--- config.mk ---
export PLATFORM = sky130hd
export DESIGN_NAME = approx_accum_16_flat
export DESIGN_NICKNAME = d
export VERILOG_FILES = /design/src/rtl/approx_accum_16_pkg.sv /design/src/rtl/approx_accum_16_if.sv /design/src/rtl/cla_16_3.sv /design/src/rtl/approx_accum_16.sv /design/src/flat_wrapper.sv
export SDC_FILE = /design/constraint.sdc
export NUM_CORES = 1
export LEC_CHECK = 0
export CAP_MARGIN = 25
export CORE_AREA = 2 2 58 101
export CTS_CLUSTER_DIAMETER = 60
export CTS_CLUSTER_SIZE = 28
export DETAILED_ROUTE_END_ITERATION = 10
export DIE_AREA = 0 0 60 103
export GPL_ROUTABILITY_DRIVEN = 0
export PLACE_DENSITY_LB_ADDON = 0.3
export SLEW_MARGIN = 20
export SYNTH_ARGS = -nofsm -noshare
export SYNTH_HDL_FRONTEND = slang
export SYNTH_HIERARCHICAL = 1
export SYNTH_SLANG_ARGS = --single-unit
--- constraint.sdc ---
create_clock -name clk -period 2.2 [get_ports clk]
set_input_delay 0.55 -clock clk [delete_from_list [all_inputs] [get_ports clk]]
set_output_delay 0.55 -clock clk [all_outputs]
set_load 0.05 [all_outputs]
--- src/rtl/approx_accum_16_pkg.sv ---
// approx_accum_16_pkg
// Shared constants and types for the approximate window accumulator:
//   DATA_W       width of product terms and window sums
//   ACC_LEN_DEF  default number of beats summed per window (one 3x3 kernel)
//   state_t      output-side state: ACCUM (no result held) / FULL (result held)
package approx_accum_16_pkg;

   localparam int DATA_W      = 16;
   localparam int ACC_LEN_DEF = 9;

   typedef enum logic {
      ACCUM = 1'b0,
      FULL  = 1'b1
   } state_t;

endpackage : approx_accum_16_pkg

--- src/rtl/approx_accum_16_if.sv ---
// approx_accum_16_if
// Stream bundle between a producer/consumer (master) and the accumulator (slave).
//   clr        master->slave  synchronous abort of the partial window sum
//   in_valid   master->slave  in_data carries a product term
//   in_data    master->slave  unsigned product term
//   in_ready   slave->master  accumulator accepts in_data this cycle
//   out_valid  slave->master  out_data/out_ovf hold a finished window sum
//   out_ready  master->slave  consumer takes the output this cycle
//   out_data   slave->master  approximate window sum
//   out_ovf    slave->master  approximate carry-out seen during the window
interface approx_accum_16_if;
   import approx_accum_16_pkg::*;

   logic              clr;
   logic              in_valid;
   logic              in_ready;
   logic [DATA_W-1:0] in_data;
   logic              out_valid;
   logic              out_ready;
   logic [DATA_W-1:0] out_data;
   logic              out_ovf;

   modport master (
      output clr, in_valid, in_data, out_ready,
      input  in_ready, out_valid, out_data, out_ovf
   );

   modport slave (
      input  clr, in_valid, in_data, out_ready,
      output in_ready, out_valid, out_data, out_ovf
   );

endinterface : approx_accum_16_if

--- src/rtl/cla_16_3.sv ---
// cla_16_3
// Approximate 16-bit carry-lookahead adder. The carry into each bit is looked
// ahead over at most the three preceding bit positions only; any carry that
// would have to travel further is dropped. cin is only visible to bits 0..3.
//   a, b   input  16  operands
//   cin    input  1   carry into bit 0
//   sum    output 16  approximate sum
//   cout   output 1   approximate carry out of bit 15 (window over bits 13..15)
module cla_16_3 (
   input  logic [15:0] a,
   input  logic [15:0] b,
   input  logic        cin,
   output logic [15:0] sum,
   output logic        cout
);

   logic [15:0] g;
   logic [15:0] p;
   logic [16:0] c;

   assign g = a & b;
   assign p = a ^ b;

   genvar gi;
   generate
      for (gi = 0; gi <= 16; gi++) begin : g_carry
         localparam int LO = (gi > 3) ? gi - 3 : 0;
         logic cbit;
         // Fold generate/propagate over the window [LO, gi-1]; the window is
         // only three bits deep so this collapses to a shallow lookahead term.
         always_comb begin
            cbit = (LO == 0) ? cin : 1'b0;
            for (int j = LO; j < gi; j++) begin
               cbit = g[j] | (p[j] & cbit);
            end
         end
         assign c[gi] = cbit;
      end
   endgenerate

   assign sum  = p ^ c[15:0];
   assign cout = c[16];

endmodule : cla_16_3

--- src/rtl/approx_accum_16.sv ---
// approx_accum_16
// Sums ACC_LEN unsigned 16-bit product terms per window through the
// approximate adder cla_16_3 and presents each window sum with a sticky
// approximate carry-out flag. One result register; input is back-pressured
// while a result is held and not being taken.
//   clk     input   rising-edge clock
//   rst_n   input   asynchronous active-low reset
//   bus     slave   stream bundle (clr, in_*, out_*), see approx_accum_16_if
// Parameters:
//   ACC_LEN  beats per window (2..255)
//   CNT_W    width of the beat counter
module approx_accum_16
   import approx_accum_16_pkg::*;
#(
   parameter int ACC_LEN = ACC_LEN_DEF,
   parameter int CNT_W   = 8
) (
   input  logic             clk,
   input  logic             rst_n,
   approx_accum_16_if.slave bus
);

   localparam logic [CNT_W-1:0] LAST_CNT = CNT_W'(ACC_LEN - 1);

   state_t            state_reg;
   logic [DATA_W-1:0] acc_reg;
   logic [CNT_W-1:0]  cnt_reg;
   logic              ovf_acc_reg;
   logic [DATA_W-1:0] out_data_reg;
   logic              out_ovf_reg;

   logic [DATA_W-1:0] add_sum;
   logic              add_cout;
   logic              out_valid;
   logic              accept;
   logic              final_beat;

   assign out_valid  = (state_reg == FULL);
   assign bus.in_ready = !bus.clr && (!out_valid || bus.out_ready);
   assign accept     = bus.in_valid && bus.in_ready;
   assign final_beat = accept && (cnt_reg == LAST_CNT);

   assign bus.out_valid = out_valid;
   assign bus.out_data  = out_data_reg;
   assign bus.out_ovf   = out_ovf_reg;

   cla_16_3 u_add (
      .a    (acc_reg),
      .b    (bus.in_data),
      .cin  (1'b0),
      .sum  (add_sum),
      .cout (add_cout)
   );

   always_ff @(posedge clk or negedge rst_n) begin
      if (!rst_n) begin
         state_reg    <= ACCUM;
         acc_reg      <= '0;
         cnt_reg      <= '0;
         ovf_acc_reg  <= 1'b0;
         out_data_reg <= '0;
         out_ovf_reg  <= 1'b0;
      end else begin
         // A final beat while FULL implies out_ready, so the held result is
         // replaced in place and out_valid never drops.
         case (state_reg)
            ACCUM:   if (final_beat) state_reg <= FULL;
            FULL:    if (bus.out_ready && !final_beat) state_reg <= ACCUM;
            default: state_reg <= ACCUM;
         endcase

         // clr holds in_ready low, so it never coincides with an accepted beat.
         if (bus.clr) begin
            acc_reg     <= '0;
            cnt_reg     <= '0;
            ovf_acc_reg <= 1'b0;
         end else if (accept) begin
            if (final_beat) begin
               out_data_reg <= add_sum;
               out_ovf_reg  <= ovf_acc_reg | add_cout;
               acc_reg      <= '0;
               cnt_reg      <= '0;
               ovf_acc_reg  <= 1'b0;
            end else begin
               acc_reg     <= add_sum;
               cnt_reg     <= cnt_reg + CNT_W'(1);
               ovf_acc_reg <= ovf_acc_reg | add_cout;
            end
         end
      end
   end

endmodule : approx_accum_16

--- src/flat_wrapper.sv ---
// flat-port wrapper written by rule: the top's interface ports become plain ports
module approx_accum_16_flat import approx_accum_16_pkg::*;
#(
   parameter int ACC_LEN = ACC_LEN_DEF,
   parameter int CNT_W   = 8
)
  (clk, rst_n, bus_clr, bus_in_valid, bus_in_data, bus_out_ready, bus_in_ready, bus_out_valid, bus_out_data, bus_out_ovf);
  approx_accum_16_if bus_i ();
  input  logic clk;
  input  logic rst_n;
  input wire logic [$bits(bus_i.clr)-1:0] bus_clr;
  input wire logic [$bits(bus_i.in_valid)-1:0] bus_in_valid;
  input wire logic [$bits(bus_i.in_data)-1:0] bus_in_data;
  input wire logic [$bits(bus_i.out_ready)-1:0] bus_out_ready;
  output wire logic [$bits(bus_i.in_ready)-1:0] bus_in_ready;
  output wire logic [$bits(bus_i.out_valid)-1:0] bus_out_valid;
  output wire logic [$bits(bus_i.out_data)-1:0] bus_out_data;
  output wire logic [$bits(bus_i.out_ovf)-1:0] bus_out_ovf;
  assign bus_i.clr = bus_clr;
  assign bus_i.in_valid = bus_in_valid;
  assign bus_i.in_data = bus_in_data;
  assign bus_i.out_ready = bus_out_ready;
  assign bus_in_ready = bus_i.in_ready;
  assign bus_out_valid = bus_i.out_valid;
  assign bus_out_data = bus_i.out_data;
  assign bus_out_ovf = bus_i.out_ovf;
  approx_accum_16 #(.ACC_LEN(ACC_LEN), .CNT_W(CNT_W)) u_core (.clk(clk), .rst_n(rst_n), .bus(bus_i));
endmodule
==> results by group <==
Status
  – Status: finished clean

Pwr
  – Worst VDD drop: 0.3729 mV
  – Leak: 1.500 nW
  – Power Dens Cells: 647.9 nW/µm²

Synth
  – Adder-Cell Fraction of Synth Area: 11.52%
  – Mapped Area: 2367 µm²
  – Largest family of logic cells by synthesized area: compound AO/OA/AOI/OAI gates
  – Synth Area in Simple Gates: 10.15%
  – Seq cells post-synth: 43
  – Sequential fraction of the synthesis area: 45.45%
  – Post-synth ARST share: 100.0%
  – Post-Synthesis Cells: 204
  – Yosys cell types: 36
  – Post-Synth XOR/XNOR Area: 5.550%
  – Primary FF master, synth: dfrtp_1
  – Synth Net Count: 245
  – Synth Area in Compound Gates: 14.06%
  – Post-synth EDFFs: 0
  – Ys Warns: 6
  – Post-synthesis mux area share: 8.879%
  – Avg Cell Area, Syn: 11.60 µm²

Placed design
  – Placed inst area: 2969 µm²
  – Port-buffer cells: 39
  – Detailed placement HPWL: 3495 µm

CTS
  – Post-CTS setup buffer count: 0
  – Clock sinks: 43
  – Post-CTS Resized: 7
  – Clk slew on worst S/H paths: 90 ps
  – H-Tree Depth: 2
  – Clock buffer depth: 2
  – Hold buffers post-CTS: 0
  – Clock Latency Late Sink: 300 ps
  – TritonCTS clock tree: yes
  – CTS buffer count: 5
  – Root Driver: clkbuf_8

Floorplanning
  – Top Ports: 40
  – Die width: 60 µm
  – Die height: 103 µm
  – Starting Density: 43.43%
  – Core ar.: 5450 µm²
  – Row cnt: 36
  – Die area: 6180 µm²

STA
  – Final Cycle Share: 93.85%
  – Fin. max-slew vios: 0
  – Final-layout worst hold slack: 312.6 ps
  – Relative slew margins: 62.34%
  – Worst slew pin tran: 564.9 ps
  – Final Hold Viols: 0
  – Fmax: 484.3 MHz
  – Fin crit period: 2065 ps
  – Worst Skew: 7.784 ps
  – Final setup fails: 0
  – RSZ-0062 raised after global routing: no

Critical path
  – CP arrival: 1510 ps
  – Cell family with most CP delay: buffers and inverters
  – CP Capture Type: primary output
  – CP cell instances: clkdlybuf4s50_1 -> buf_4 -> nor2_1 -> buf_12
  – Largest stage delay, worst path: 420 ps
  – Worst-path fanout max: 9
  – CP Launch Type: primary input
  – Data required, critical path: 1650 ps
  – Bufs and invs on worst path: 3
  – Critical path's slowest cell: clkdlybuf4s50_1
  – Critical path class: primary input to primary output
  – R2r setup slk: 180 ps

GRT
  – Vias in the first global route: 1713
  – Antenna violations before repair: 0
  – Total GRT Usage: 17.65%
  – Global-route wire length before repair: 8169 µm
  – Total gr overflow: 0
  – Largest net degree at the start of global routing: 44

Cells and area
  – Multi-input gate area: 1199 µm²
  – Diodes inserted: 0
  – Area Growth Syn to Fin: 30.44%
  – FF/Latch Area: 1076 µm²
  – Final instance area: 3088 µm²
  – Filler cells: 478
  – Fin nets: 304
  – Layout cells sized above 1: 20.83%

Routing
  – Initial DRC Count: 64
  – Routed Antenna Nets: 0
  – Vias per std cell: 5.079
  – Vias: 1727
  – Total length of routed wires: 4844 µm
  – DRC: 0
  – DRT Pass-1 Iters: 4
  – WL/cell: 14.25 µm

Hold path
  – Hold WC Path Type: primary input to asynchronous set/reset pin

Job
  – Max_cap viols: 0
==> routing by layer <==
metal  wire (µm)  global-route usage, %
met1        2163                  21.96
met2        2430                  29.85
met3         209                  3.764
met4          40                  5.812
met5           0                      0
==> where the power goes <==
group	total [W]	switching [W]	internal [W]
clock	0.000621	0.000283	0.000338
combinational	0.000502	0.000256	0.000246
sequential	0.000878	0.0000360	0.000842
total	0.00200	0.000575	0.00143
==> per-stage QoR <==
step	setup TNS (ps)	setup slack (ps)	util, %	std cells	power, W
final	0	135.2	56.66	340	0.002001
after global routing	0	69.32	56.66	340	0.002116
after CTS	0	126.5	56.66	340	0.002026
after detailed placement	-2852	-437.4	54.48	332	0.001391
after global placement	-2473	-413.9	54.48	332	0.001383
after floorplan	0	102.4	-	204	0.001208
==> kinds of logic after synthesis <==
family                   after synthesis
AO/OA/AOI/OAI                         50
flip-flops                            43
XOR/XNOR                              15
buffers and inverters                 20
adder cells (fa/ha/maj)               20
AND/OR/NAND/NOR                       39
multiplexers                          16
other                                  1
==> Yosys cell counts (2+ instances only) <==
| cell type | instances | area [µm²] |
|---|---|---|
| a21o_1 | 8 | 60.06 |
| a21oi_1 | 14 | 70.07 |
| a22o_1 | 13 | 113.9 |
| a31oi_1 | 11 | 68.82 |
| clkbuf_1 | 3 | 11.26 |
| dfrtp_1 | 43 | 1076 |
| fa_1 | 3 | 60.06 |
| ha_1 | 17 | 212.7 |
| inv_1 | 13 | 48.80 |
| mux2_2 | 8 | 90.09 |
| mux2_4 | 8 | 120.1 |
| nand2_1 | 11 | 41.29 |
| nand2b_1 | 2 | 12.51 |
| nand3_1 | 8 | 40.04 |
| nand3b_1 | 3 | 22.52 |
| nand4b_1 | 2 | 17.52 |
| nor2_1 | 2 | 7.510 |
| o21ai_0 | 4 | 20.02 |
| xnor2_1 | 13 | 113.9 |
| xor2_1 | 2 | 17.52 |
==> placed cells by master (no fill, tap or decap), types with 2 or more instances in the layout <==
cell type / instances
a31oi_1: 11
fa_2: 3
a22o_1: 13
buf_4: 19
ha_1: 17
inv_2: 3
a21oi_1: 14
inv_1: 10
nand2_1: 11
xnor2_1: 13
o21ai_0: 4
nand4b_1: 2
clkdlybuf4s50_1: 36
a21o_1: 8
mux2_4: 8
clkbuf_8: 5
mux2_2: 8
buf_12: 2
dfrtp_1: 43
nand3_1: 8
nand2b_1: 2
nand3b_1: 3
xor2_1: 2
nor2_1: 2
==> path summary, 6_finish.rpt <==
path / start / to / depth (start not counted)
hold / removal: rst_n / u_core/bus.out_data[8]$_DFFE_PN0P_ / 2
hold reg to reg: u_core/bus.out_data[14]$_DFFE_PN0P_ / u_core/bus.out_data[14]$_DFFE_PN0P_ / 1
min in group clk: u_core/bus.out_data[14]$_DFFE_PN0P_ / u_core/bus.out_data[14]$_DFFE_PN0P_ / 1
max in group asynchronous: rst_n / u_core/bus.out_valid$_DFF_PN0_ / 2
setup reg to reg: u_core/acc_reg[0]$_DFFE_PN0P_ / u_core/bus.out_data[2]$_DFFE_PN0P_ / 8
setup / recovery: bus_clr / bus_in_ready / 4
==> final cells by class <==
| cell class | count | share of cell area, % |
|---|---|---|
| Multi-Input combinational cell | 141 | 38.82 |
| Sequential cell | 43 | 34.85 |
| Timing Repair Buffer | 59 | 18.03 |
| Tap cell | 76 | 3.079 |
| Clock buffer | 5 | 2.229 |
| Inverter | 13 | 1.580 |
| Clock inverter | 3 | 1.418 |
(Power assumes the default switching activity.)
